**config.mk**
```make
export PLATFORM = sky130hd
export DESIGN_NAME = instr_fetch_unit
export DESIGN_NICKNAME = d
export VERILOG_FILES = /design/src/rtl/instr_fetch_unit.sv
export SDC_FILE = /design/constraint.sdc
export NUM_CORES = 1
export LEC_CHECK = 0
export CORE_UTILIZATION = 25
export DETAILED_ROUTE_END_ITERATION = 10
export GPL_ROUTABILITY_DRIVEN = 1
export HOLD_SLACK_MARGIN = 0.08
export SYNTH_ARGS = -nofsm -noshare
export SYNTH_HDL_FRONTEND = slang
export SYNTH_SLANG_ARGS = --single-unit
export TNS_END_PERCENT = 20
```
**constraint.sdc**
```tcl
create_clock -name clk -period 4.8 [get_ports clk]
set_input_delay 1.2 -clock clk [delete_from_list [all_inputs] [get_ports clk]]
set_output_delay 1.2 -clock clk [all_outputs]
set_load 0.01 [all_outputs]
```
**src/rtl/instr_fetch_unit.sv**
```systemverilog
// Instruction-fetch stage: local instruction memory with a host load port,
// a next-fetch PC with stall and branch/jump redirect, and a registered
// fetch output (instr / pc_out / instr_valid) feeding the IF/ID boundary.
module instr_fetch_unit #(
  parameter int unsigned DATA_W    = 32,
  parameter int unsigned DEPTH     = 32,
  parameter int unsigned BYTE_ADDR = 0,
  parameter logic [31:0] RESET_PC  = 32'h0
) (
  input  logic                       clk,
  input  logic                       rst_n,
  input  logic                       stall,
  input  logic                       redirect_en,
  input  logic [31:0]                redirect_pc,
  input  logic                       load_mem_en,
  input  logic [$clog2(DEPTH)-1:0]   load_mem_addr,
  input  logic [DATA_W-1:0]          load_mem_data,
  output logic [DATA_W-1:0]          instr,
  output logic [31:0]                pc_out,
  output logic                       instr_valid
);

  localparam int unsigned AW   = $clog2(DEPTH);
  localparam logic [31:0] STEP = (BYTE_ADDR != 0) ? 32'd4 : 32'd1;

  logic [DATA_W-1:0] mem [DEPTH];
  logic [31:0]       pc;
  logic [AW-1:0]     fetch_idx;

  // Memory index from the PC; upper PC bits drop out so fetch wraps modulo DEPTH.
  always_comb begin
    if (BYTE_ADDR != 0) begin
      fetch_idx = pc[AW+1:2];
    end else begin
      fetch_idx = pc[AW-1:0];
    end
  end

  // Host load port; the array is deliberately not reset.
  always_ff @(posedge clk) begin
    if (load_mem_en) begin
      mem[load_mem_addr] <= load_mem_data;
    end
  end

  // PC and fetch register: load > redirect > stall > advance.
  always_ff @(posedge clk or negedge rst_n) begin
    if (!rst_n) begin
      pc          <= RESET_PC;
      instr       <= '0;
      pc_out      <= '0;
      instr_valid <= 1'b0;
    end else if (load_mem_en) begin
      instr_valid <= 1'b0;
    end else if (redirect_en) begin
      pc          <= redirect_pc;
      instr_valid <= 1'b0;
    end else if (!stall) begin
      instr       <= mem[fetch_idx];
      pc_out      <= pc;
      instr_valid <= 1'b1;
      pc          <= pc + STEP;
    end
  end

endmodule

```
# ---- Yosys cells after proc, flatten, opt, wreduce, memory -nomap -nowiden
# Memory sizes are Yosys's and may differ from the RTL's. A register that Yosys moved wholly into a read port is not among the register bits.
# Index checks and enable logic that the tools add are counted.
dict set report op_classes {
  bitwise_logic 3
  n_mux 7
  n_eq_ne 2
  addsub 1
  n_reduce_logical 3
}
# op count
set ops {}
lappend ops {{two-way mux 32 bit} 2}
lappend ops {{adder 32 x 1 -> 32 bit, second input constant} 1}
lappend ops {{two-way mux 1 bit} 5}
lappend ops {{inequality test 3 x 1 -> 1 bit, second input constant} 1}
lappend ops {{NOT 1 bit} 3}
lappend ops {{AND reduction 3 bit} 1}
lappend ops {{inequality test 2 x 1 -> 1 bit, second input constant} 1}
lappend ops {{AND reduction 2 bit} 1}
lappend ops {{logical NOT 1 bit} 1}
dict set report word_totals {
  elab_cells 20
  inputBits 74
  out_inout_bits 65
  regBits 65
  ramBits 1024
  memories 1
}
# name depth word_bits rd rd_clocked_by_memory_dff write_ports line
set memory_table {}
lappend memory_table {mem 32 32 1 1 1 26} ;# logic [DATA_W-1:0] mem [DEPTH];

# ---- Logic depth before layout (Yosys ltp)
dict set report depth {
  depth_word 3
  mapped_depth 9
  depth_no_buf 6
}

# ---- Worst setup path after synthesis
# No wires, ideal clock.
dict set report synth_path {
  path_type {in2reg}
  startpoint {in load_mem_en}
  endpoint {mem mem[12][0], enable pin}
  setup_slack_ps 960
  path_stages 4
  arrival_time_ps 3419
  setup_ps 421
  path_buffers 2
  required_time_ps 4379
  cell_sequence {clkbuf_1 -> or3b_2 -> clkbuf_1 -> nor2_1}
}
dict set report synth_between {
  elab_chain_cells 2
}
# element line
set synth_rtl {}
lappend synth_rtl {{start: declaration} 15} ;# input logic load_mem_en,
lappend synth_rtl {{two-way mux 1 bit} 41} ;# if (load_mem_en) begin
lappend synth_rtl {{two-way mux 1 bit (not written as such)} 42} ;# mem[load_mem_addr] <= load_mem_data;
lappend synth_rtl {{end: declaration} 26}
# No other way between the ends.

# ---- Final worst setup path
dict set report layout_path {
  startpoint {in load_mem_en}
  endpoint {reg instr[4] (read register of mem)}
}
dict set report layout_between {
  elab_chain_cells 2
}
# element line
set layout_rtl {}
lappend layout_rtl {{NOT 1 bit (no line)} --}
lappend layout_rtl {{AND reduction 3 bit (no line)} --}
lappend layout_rtl {{end: declaration} 18} ;# output logic [DATA_W-1:0] instr,
# No other way between the ends.
# A chain may end at the register's enable or synchronous reset.

==> qor.yml <==
crit_path_frequent_cell: "buf_4"
hold_violations: 0
ios: 139
cts_max_path_buffers: 3
fp.coreArea_sq_mm: 0.172
synth_edf_count: 1024
wl_um: 109000
ant_nets: 0
path_clk_slew_ps: 60
antenna_found_initial: 10
dp_hpwl_um: 65300
worstPathArrival_ps: 3960
synth_commonest_cells: "edfxtp_1, mux4_2, mux2i_1"
pwr_density_cell_mw_per_mm2: 449
cts_resized: 0
synth_ff_type: "edfxtp_1"
synth_area_per_cell_sq_um: 19.8
cts-hold-fix-buffers: 0
setup_viol: 0
p_comb_share_pct: 13.7
die-area_sq_mm: 0.176
rsz0062_at_grt: "false"
relSlewSlack_pct: 15.8
syn_area_sq_mm: 0.0435
fmaxAchievable_mhz: 302
cp_slowest_cell: "nand3_2"
via_per_inst: 4.57
outcome: "completed"
finClkSkew_ps: 23.5
drive_above_1_share_pct: 22.3
end_kind: "flop"
clk_latency_ps: 730
ys_async_sr_fraction_pct: 8.65
swShare_pct: 25.1
pwr-share-seq_pct: 48.9
cp_max_fo: 36
post-cts-setup-buffer-count: 0
vias: 22000
start_kind: "input pin"
yosysTopAreaCell: "edfxtp_1"
hp-class: "input pin to asynchronous set/reset pin"
cap_violations: 0
die_h_um: 419
worstSetupPathType: "input pin to flop"
firstDrtPassIters: 7
grt_max_degree: 74
synthTopCellsByArea: "edfxtp_1, mux4_2, dfrtp_1, mux2i_1, mux2_2"
switchingPower_uw: 5870
start_util_pct: 25.3
first_global_vias: 22300
fin_nets: 2482
port_buffers: 138
worst_slack_ps: 1480
gp_congestion: 0.788
synth_top_area_share_pct: 70.7
syn_to_final_growth_pct: 19.8
slowest_delay_ps: 860
finalCriticalPeriod_ps: 3320
track_usage_pct: 12.3
drt_iter0_drc: 2251
tns_ps: 0
cp_data_required_time_ps: 5450
yosysWarningCount: 0
clock_sinks: 1121
rows: 152
peakVddDrop_uv: 332
cts_made_buffers: 112
yosysUniqueCellTypes: 54
ys_seq_elements: 1121
worstPathCellList: "clkdlybuf4s50_1, buf_4, nor3_4, buf_4, nand3_2, o22ai_1, a2111o_1"
synth_cells: 2202
yosysSeqAreaShare_pct: 76.3
internal-power_uw: 17500
grt_overflow: 0
holdWs_ps: 437
timing.final.crit_share_pct: 69.1
drv_slew: 0
yosysMostFrequentCell: "edfxtp_1"
p_leak_uw: 0.0166
post-route-drc-count: 0
root_buffer: "clkbuf_16"
p_clk_share_pct: 37.4
synthesis.nets: 2277
die_x_um: 419
grt_pass1_wl_um: 158000
place_ws_ps: 823
htreeDepth: 3
post_drt_wl_per_cell_um: 22.6
cts_tree: "done"
worstMarginPinSlew_ps: 1260
## placed cells by master (no fill, tap or decap), types with 6 or more instances in the layout
cell             instances
edfxtp_1              1024
mux4_2                 194
clkdlybuf4s50_1        137
mux2i_1                132
clkbuf_16              113
nand2_1                112
dfrtp_1                 94
o22ai_1                 67
mux2_2                  63
buf_4                   59
nor2_1                  48
a211oi_1                35
clkbuf_1                33
nor2_4                  32
nor2b_1                 30
a2111oi_0               30
a2111o_1                30
a21oi_1                 28
buf_12                  27
o21ai_0                 21
clkinv_2                16
clkinv_1                15
nand3_1                 12
and3_1                  10
nor3_1                  10
or3_1                    9
clkbuf_8                 9
bufinv_16                9
and4_1                   7
a311oi_1                 7
clkinvlp_4               6
## cells by family after synthesis
kind of cell	after synthesis	share of synthesized area (%)
AOI/OAI and AO/OA	252	4.30
adders and majority gates	1	0.0288
buffers and inverters	137	1.46
DFF	1121	76.3
muxes	389	14.7
and+or+nand+nor	302	3.25
## layout make-up
cell class | count | area (sq um)
Fill cell | 16700 | 120000
Sequential cell | 1121 | 33200
Multi-Input combinational cell | 944 | 9980
Clock buffer | 155 | 3080
Tap cell | 2310 | 2890
Timing Repair Buffer | 223 | 2350
Clock inverter | 57 | 624
Inverter | 5 | 18.8
Antenna cell | 1 | 2.50
## power groups by stage
stage | clock [uW] | combinational, uW | sequential, uW
global route | 9280 | 3450 | 11500
finish | 8750 | 3220 | 11400
floorplan | 0 | 1980 | 11400
CTS | 8930 | 3280 | 11500
detailed placement | 0 | 3270 | 11700
global placement | 0 | 3280 | 11700
## state kept, by name, summed over array words and instances, names as in the netlist
signal,count
pc_out,32
instr,32
mem,1024
pc,32
instr_valid,1
## critical path: cells and delay by family
family	cells	cell delay (ps)
and+or+nand+nor	2	1070
buffers and inverters	3	1000
AOI/OAI and AO/OA	2	640
## per-stage QoR
| stage | std cells | total power [uW] | utilization, % | cell area [sq um] |
|---|---|---|---|---|
| 2_1_floorplan | 2202 | 13400 | - | 43500 |
| 3_3_place_gp | 4603 | 15000 | 28.1 | 48400 |
| 3_5_place_dp | 4603 | 15000 | 28.1 | 48400 |
| 4_1_cts | 4815 | 23700 | 30.3 | 52100 |
| 5_1_grt | 4816 | 24200 | 30.3 | 52100 |
| 6_report | 4816 | 23400 | 30.3 | 52100 |
## layer usage
metal,global-route usage [%],routed length [um],vias to the layer above
met5,0,55,-
met4,3.27,1970,8
met3,2.53,6960,139
met2,19.9,52400,694
met1,16.7,47200,11700
li1,-,-,9510
## path summary, 6_finish.rpt
path / slack [ps] / cells after the start / to / start
worst min-delay path: 440 / 1 / pc[28] / rst_n
max in group asynchronous: 3350 / 2 / instr[4] / rst_n
min in group clk: 470 / 2 / pc_out[26] / pc_out[26]
worst max-delay path: 1480 / 7 / instr[4] / load_mem_en
worst max register to register: 1540 / 6 / instr[20] / pc[1]
worst min register to register: 470 / 2 / pc_out[26] / pc_out[26]
Note: power is estimated with default switching activity, not from simulation.
